**config.mk**
```make
export PLATFORM = sky130hd
export DESIGN_NAME = vip_crop_window
export DESIGN_NICKNAME = d
export VERILOG_FILES = /design/src/rtl/vip_crop_window.sv
export SDC_FILE = /design/constraint.sdc
export NUM_CORES = 1
export LEC_CHECK = 0
export CAP_MARGIN = 30
export CORE_MARGIN = 1.5
export CORE_UTILIZATION = 55
export CTS_BUF_LIST = sky130_fd_sc_hd__clkbuf_8 sky130_fd_sc_hd__clkbuf_16
export DETAILED_ROUTE_END_ITERATION = 12
export PLACE_DENSITY = 0.8
export REMOVE_ABC_BUFFERS = 1
export SETUP_SLACK_MARGIN = 0.02
export SLEW_MARGIN = 0
export SYNTH_ARGS = -nofsm -noshare
export SYNTH_HDL_FRONTEND = slang
export SYNTH_SLANG_ARGS = --single-unit
```
**constraint.sdc**
```tcl
create_clock -name pclk -period 4.65 [get_ports pclk]
set_input_delay 0.6975 -clock pclk [delete_from_list [all_inputs] [get_ports pclk]]
set_output_delay 0.6975 -clock pclk [all_outputs]
set_load 0.1 [all_outputs]
```
**src/rtl/vip_crop_window.sv**
```systemverilog
// Raster-stream crop with per-frame shadowed window registers, incoming
// frame-size measurement and a window-fit error flag. PPC pixels per beat.
module vip_crop_window #(
    parameter int BITS = 12,
    parameter int PPC  = 1
) (
    input  logic                pclk,
    input  logic                rst,
    input  logic                crop_en,
    input  logic [15:0]         crop_x,
    input  logic [15:0]         crop_y,
    input  logic [15:0]         crop_w,
    input  logic [15:0]         crop_h,
    input  logic                in_href,
    input  logic                in_vsync,
    input  logic [BITS*PPC-1:0] in_data,
    output logic                out_href,
    output logic                out_vsync,
    output logic [BITS*PPC-1:0] out_data,
    output logic [15:0]         frame_width,
    output logic [15:0]         frame_height,
    output logic                crop_err,
    output logic                frame_done
);

    localparam int          LG       = (PPC == 4) ? 2 : ((PPC == 2) ? 1 : 0);
    localparam logic [15:0] PIX_MASK = ~(16'(PPC) - 16'd1);

    typedef enum logic [1:0] {
        ST_WAIT   = 2'd0,
        ST_ACTIVE = 2'd1,
        ST_DONE   = 2'd2
    } state_t;

    state_t                state_r;
    state_t                state_s;
    logic                  prev_vsync_r;
    logic                  prev_href_r;
    logic                  frame_start_s;
    logic                  vsync_rise_s;
    logic                  href_fall_s;
    logic                  sh_en_r;
    logic [15:0]           sh_cx_r;
    logic [15:0]           sh_cw_r;
    logic [15:0]           sh_y_r;
    logic [15:0]           sh_h_r;
    logic [15:0]           run_cnt_r;
    logic [15:0]           line_cnt_r;
    logic [15:0]           meas_w_r;
    logic [15:0]           beat_s;
    logic [16:0]           x_end_s;
    logic [16:0]           y_end_s;
    logic                  err_s;
    logic                  beat_ok_s;
    logic                  line_ok_s;
    logic                  win_s;
    logic                  out_href_r;
    logic                  out_vsync_r;
    logic [BITS*PPC-1:0]   out_data_r;
    logic [15:0]           frame_width_r;
    logic [15:0]           frame_height_r;
    logic                  crop_err_r;
    logic                  frame_done_r;

    // Sync edge detection and current beat index within the href run
    always_comb begin
        frame_start_s = prev_vsync_r & ~in_vsync;
        vsync_rise_s  = ~prev_vsync_r & in_vsync;
        href_fall_s   = prev_href_r & ~in_href;
        if (prev_href_r) begin
            beat_s = run_cnt_r;
        end else begin
            beat_s = 16'd0;
        end
    end

    // Fit check of the incoming window against the last measured frame (17-bit sums)
    always_comb begin
        x_end_s = {1'b0, crop_x & PIX_MASK} + {1'b0, crop_w & PIX_MASK};
        y_end_s = {1'b0, crop_y} + {1'b0, crop_h};
        if (crop_en && (frame_width_r != 16'd0) && (frame_height_r != 16'd0)) begin
            err_s = (x_end_s > {1'b0, frame_width_r}) || (y_end_s > {1'b0, frame_height_r});
        end else begin
            err_s = 1'b0;
        end
    end

    // Window membership of the current beat, compared in 17 bits so ends never wrap
    always_comb begin
        beat_ok_s = ({1'b0, beat_s} >= {1'b0, sh_cx_r}) &&
                    ({1'b0, beat_s} < ({1'b0, sh_cx_r} + {1'b0, sh_cw_r}));
        line_ok_s = ({1'b0, line_cnt_r} >= {1'b0, sh_y_r}) &&
                    ({1'b0, line_cnt_r} < ({1'b0, sh_y_r} + {1'b0, sh_h_r}));
        if (in_href && (state_r == ST_ACTIVE)) begin
            win_s = ~sh_en_r | (beat_ok_s & line_ok_s);
        end else begin
            win_s = 1'b0;
        end
    end

    // Frame FSM next-state
    always_comb begin
        state_s = state_r;
        case (state_r)
            ST_WAIT: begin
                if (frame_start_s) begin
                    state_s = ST_ACTIVE;
                end else begin
                    state_s = ST_WAIT;
                end
            end
            ST_ACTIVE: begin
                if (vsync_rise_s) begin
                    state_s = ST_DONE;
                end else begin
                    state_s = ST_ACTIVE;
                end
            end
            ST_DONE: state_s = ST_WAIT;
            default: state_s = ST_WAIT;
        endcase
    end

    // FSM state and previous-sample registers for edge detection
    always_ff @(posedge pclk) begin
        if (rst) begin
            state_r      <= ST_WAIT;
            prev_vsync_r <= 1'b0;
            prev_href_r  <= 1'b0;
        end else begin
            state_r      <= state_s;
            prev_vsync_r <= in_vsync;
            prev_href_r  <= in_href;
        end
    end

    // Shadow window and fit flag, both taken once per frame at vsync fall
    always_ff @(posedge pclk) begin
        if (rst) begin
            sh_en_r    <= 1'b0;
            sh_cx_r    <= 16'd0;
            sh_cw_r    <= 16'd0;
            sh_y_r     <= 16'd0;
            sh_h_r     <= 16'd0;
            crop_err_r <= 1'b0;
        end else if (frame_start_s) begin
            sh_en_r    <= crop_en;
            sh_cx_r    <= crop_x >> LG;
            sh_cw_r    <= crop_w >> LG;
            sh_y_r     <= crop_y;
            sh_h_r     <= crop_h;
            crop_err_r <= err_s;
        end else begin
            crop_err_r <= crop_err_r;
        end
    end

    // Beat/line counters and line-0 width capture
    always_ff @(posedge pclk) begin
        if (rst) begin
            run_cnt_r  <= 16'd0;
            line_cnt_r <= 16'd0;
            meas_w_r   <= 16'd0;
        end else begin
            if (in_href) begin
                run_cnt_r <= (beat_s == 16'hFFFF) ? 16'hFFFF : (beat_s + 16'd1);
            end
            if (frame_start_s) begin
                line_cnt_r <= 16'd0;
                meas_w_r   <= 16'd0;
            end else if ((state_r == ST_ACTIVE) && href_fall_s) begin
                if (line_cnt_r != 16'hFFFF) begin
                    line_cnt_r <= line_cnt_r + 16'd1;
                end
                if (line_cnt_r == 16'd0) begin
                    meas_w_r <= run_cnt_r << LG;
                end
            end
        end
    end

    // Registered video outputs and end-of-frame reporting
    always_ff @(posedge pclk) begin
        if (rst) begin
            out_href_r     <= 1'b0;
            out_vsync_r    <= 1'b0;
            out_data_r     <= {(BITS*PPC){1'b0}};
            frame_done_r   <= 1'b0;
            frame_width_r  <= 16'd0;
            frame_height_r <= 16'd0;
        end else begin
            out_href_r   <= win_s;
            out_vsync_r  <= in_vsync;
            out_data_r   <= win_s ? in_data : {(BITS*PPC){1'b0}};
            frame_done_r <= (state_r == ST_DONE);
            if (state_r == ST_DONE) begin
                frame_width_r  <= meas_w_r;
                frame_height_r <= line_cnt_r;
            end
        end
    end

    assign out_href     = out_href_r;
    assign out_vsync    = out_vsync_r;
    assign out_data     = out_data_r;
    assign frame_width  = frame_width_r;
    assign frame_height = frame_height_r;
    assign crop_err     = crop_err_r;
    assign frame_done   = frame_done_r;

endmodule

```
==> metrics.md <==
| Metric | Value |
|---|---|
| Area grow syn2layout | 18.9% |
| RSZ-0062 raised after global routing | no |
| Antenna Nets Post-Route | 0 |
| Number of flops mapped to enable cells by yosys | 0 |
| Layout cell share with drive strength beyond 1 | 4.51% |
| Worst path arrival time | ~4600 ps |
| Die X | 147 um |
| Die Y | approximately 150 um |
| Tmin final | ~4300 ps |
| Post-synthesis cell type count | between 70 and 80 |
| WL/cell | 16.7 um |
| Cell Rows | 52 |
| CTS tree | done |
| Pwr Total | between 3 and 4 mW |
| Routed WL | between 30 and 40 mm |
| Fmax | about 230 MHz |
| PwrDens | about 270 nW/um^2 |
| Final setup fails | 0 |
| Via/cell ratio | ~5.8 |
| Outcome | finished clean |
| Netlist Area Pre-Place | 11300 sq um |
| Reg clk slew, reported paths | about 60 ps |
| Port-buffer cells | between 100 and 150 |
| Die ar. | between 20000 and 25000 sq um |
| Cells after Synth | approximately 1500 |
| 1st-pass router iterations | 6 |
| Global-route wire length before repair | just over 50 mm |
| Initial Utilization | 56.1% |
| Yosys top cell area share | 28.9% |
| GP Congestion | around 0.9 |
| Initial antenna violation count | 0 |
| Layout net count | roughly 1800 |
| Post-Layout Cell Count | 1843 |
| Worst vdd ir | between 0.00015 and 0.0002 V |
| Synthesis Warnings | 0 |
| Cells after DPL | roughly 1800 |
| Final Cycle Share | ~92% |
| Worst Path Max Fanout | 13 |
| Via count | approximately 11000 |
| Syn Area/Cell | about 7.8 sq um |
| Number of global-route vias before repair | approximately 11000 |
| HPWL after DPL | about 23 mm |
| Measured slew at the worst slew-check pin | approximately 1000 ps |
| GRT Residual Overflow | 0 |
| Ranking of synthesized cells by area | dfxtp_1, ha_1, nand2_1, a21oi_1, nor2_1 |
| Worst slew margin | 31.9% |
| CTS Buffer Depth | 2 |
| Largest net degree at the start of global routing | between 80 and 90 |
| Slew Viols, Final | 0 |
| Clock sinks | between 150 and 200 |
| Synth area leader | dfxtp_1 |
| DRC violations left | 0 |
| Setup CP Type | reg2reg |
| Post-synth ARST share | 0% |
| Post-synthesis sequential area ratio | 28.9% |
| Clk_skew | around 8.3 ps |
| Clock buffer count from CTS | 17 |
| Req. time, crit path | slightly below 5000 ps |
| Min-Delay Path Class | reg2reg |
| Total track usage | between 20 and 30% |
| Final hold violations | 0 |
| Placeable Area | around 20000 sq um |
| Final setup margin | about 370 ps |
| DP Worst Slack | -78.0 ps |
| Synth top cells by count | nand2_1, a21oi_1, dfxtp_1 |
| Crit end category | flip-flop |
| IO Pins | approximately 130 |
| Critical Path Source Type | flip-flop |
| Met3 usage | 3.97% |
| Post-Route Utilization | about 67% |
| Max-cap violations | 0 |
| Yosys reg bits | between 150 and 200 |
| Most used DFF post-synth | dfxtp_1 |
| H-tree Lvls | 4 |
| Clk_lat worst skew | ~440 ps |
| Count leader, synth | nand2_1 |
| DR iter-0 viols | about 630 |
| N_diodes | 0 |
| CTS root buf | clkbuf_16 |
| Met2 Use GR | roughly half |
| Global route hottest layer | met2 |
| Lkg Pwr | 5.24 nW |
| Min Hold Slack | approximately 450 ps |
| GR Util met1 | 34.3% |
-- state kept, by name, indices dropped and copies added, names as in the netlist, 2 cells and up --
signal	count
state_r	2
sh_y_r	16
out_data	12
frame_width	16
line_cnt_r	16
run_cnt_r	16
sh_h_r	16
frame_height	16
sh_cx_r	16
meas_w_r	16
sh_cw_r	16
-- final cells by class --
type | count | area [sq um]
Timing Repair Buffer | 142 | 1390
Inverter | 96 | 360
Clock inverter | 12 | 154
Fill cell | 1714 | 6740
Multi-Input combinational cell | 1139 | 7500
Tap cell | 270 | 338
Sequential cell | 164 | 3280
Clock buffer | 20 | 467
-- per-layer routing --
metal | up-vias | wire [um] | part of all wire (%)
met1 | 5039 | 13100 | 43
met4 | 0 | 1010 | 3.3
li1 | 5328 | - | -
met5 | - | 0 | 0
met2 | 332 | 15200 | 50
met3 | 74 | 1380 | 4.5
-- worst paths after layout --
kind	startpoint	endpoint	slack, ps	cells after the start
worst max-delay path	sh_cx_r[0]	out_data[11]	370	15
worst max register to register	sh_cx_r[0]	out_data[11]	370	15
worst min register to register	meas_w_r[12]	frame_width[12]	450	2
worst min-delay path	meas_w_r[12]	frame_width[12]	450	2
-- critical path, cell delays in order (launching register included) --
cell	delay, ps
dfxtp_1	340
ha_1	250
fa_1	420
a21oi_1	240
nor2_1	110
nor3_1	370
nand2b_1	200
o21ai_0	160
xnor2_1	190
ha_1	320
nand4_1	190
a211oi_1	530
o21ai_0	250
o32ai_2	230
buf_4	250
nor3b_1	80
-- cells in the final DEF (no fill, tap or decap), types with 20 or more instances in the layout --
master / netlist / final
nand2_1: 259 / 258
a21oi_1: 172 / 172
dfxtp_1: 164 / 164
ha_1: 161 / 161
clkdlybuf4s50_1: 0 / 127
nor2_1: 98 / 98
inv_1: 96 / 97
o21ai_0: 56 / 56
xnor2_1: 35 / 35
xor2_1: 30 / 30
nand3_1: 28 / 28
nor3_1: 26 / 26
nand4_1: 22 / 22
a21o_1: 21 / 21
nor4_1: 21 / 20
-- where the power goes --
| group | internal (mW) | switching [mW] |
|---|---|---|
| Combinational | 0.321 | 0.405 |
| Clock | 0.887 | 0.595 |
| Sequential | 1.43 | 0.0187 |
-- stage by stage --
stage	setup TNS, ps	instance area (sq um)
2_1_floorplan	0	11100
3_3_place_gp	0	12900
3_5_place_dp	-78.0	12900
4_1_cts	0	13500
5_1_grt	0	13500
6_report	0	13500
-- repair_timing --
item / 4_1_cts / 5_1_grt
endpoints found under the hold margin: 0 / 0
endpoints found under the setup margin: 0 / 1
buffers inserted: 0 / 0
resized for setup: 0 / 1
hold buffers: 0 / 0
-- logic make-up after synthesis --
kind of cell / after synthesis / synth area share, %
AO/OA/AOI/OAI: 351 / 18.7
flip-flops: 164 / 28.9
XOR/XNOR: 65 / 5.02
adder cells (fa/ha/maj): 166 / 18.5
AND/OR/NAND/NOR: 541 / 22.3
buffers and inverters: 150 / 5.12
multiplexers: 16 / 1.41
Power figures use the tool's default switching activity.
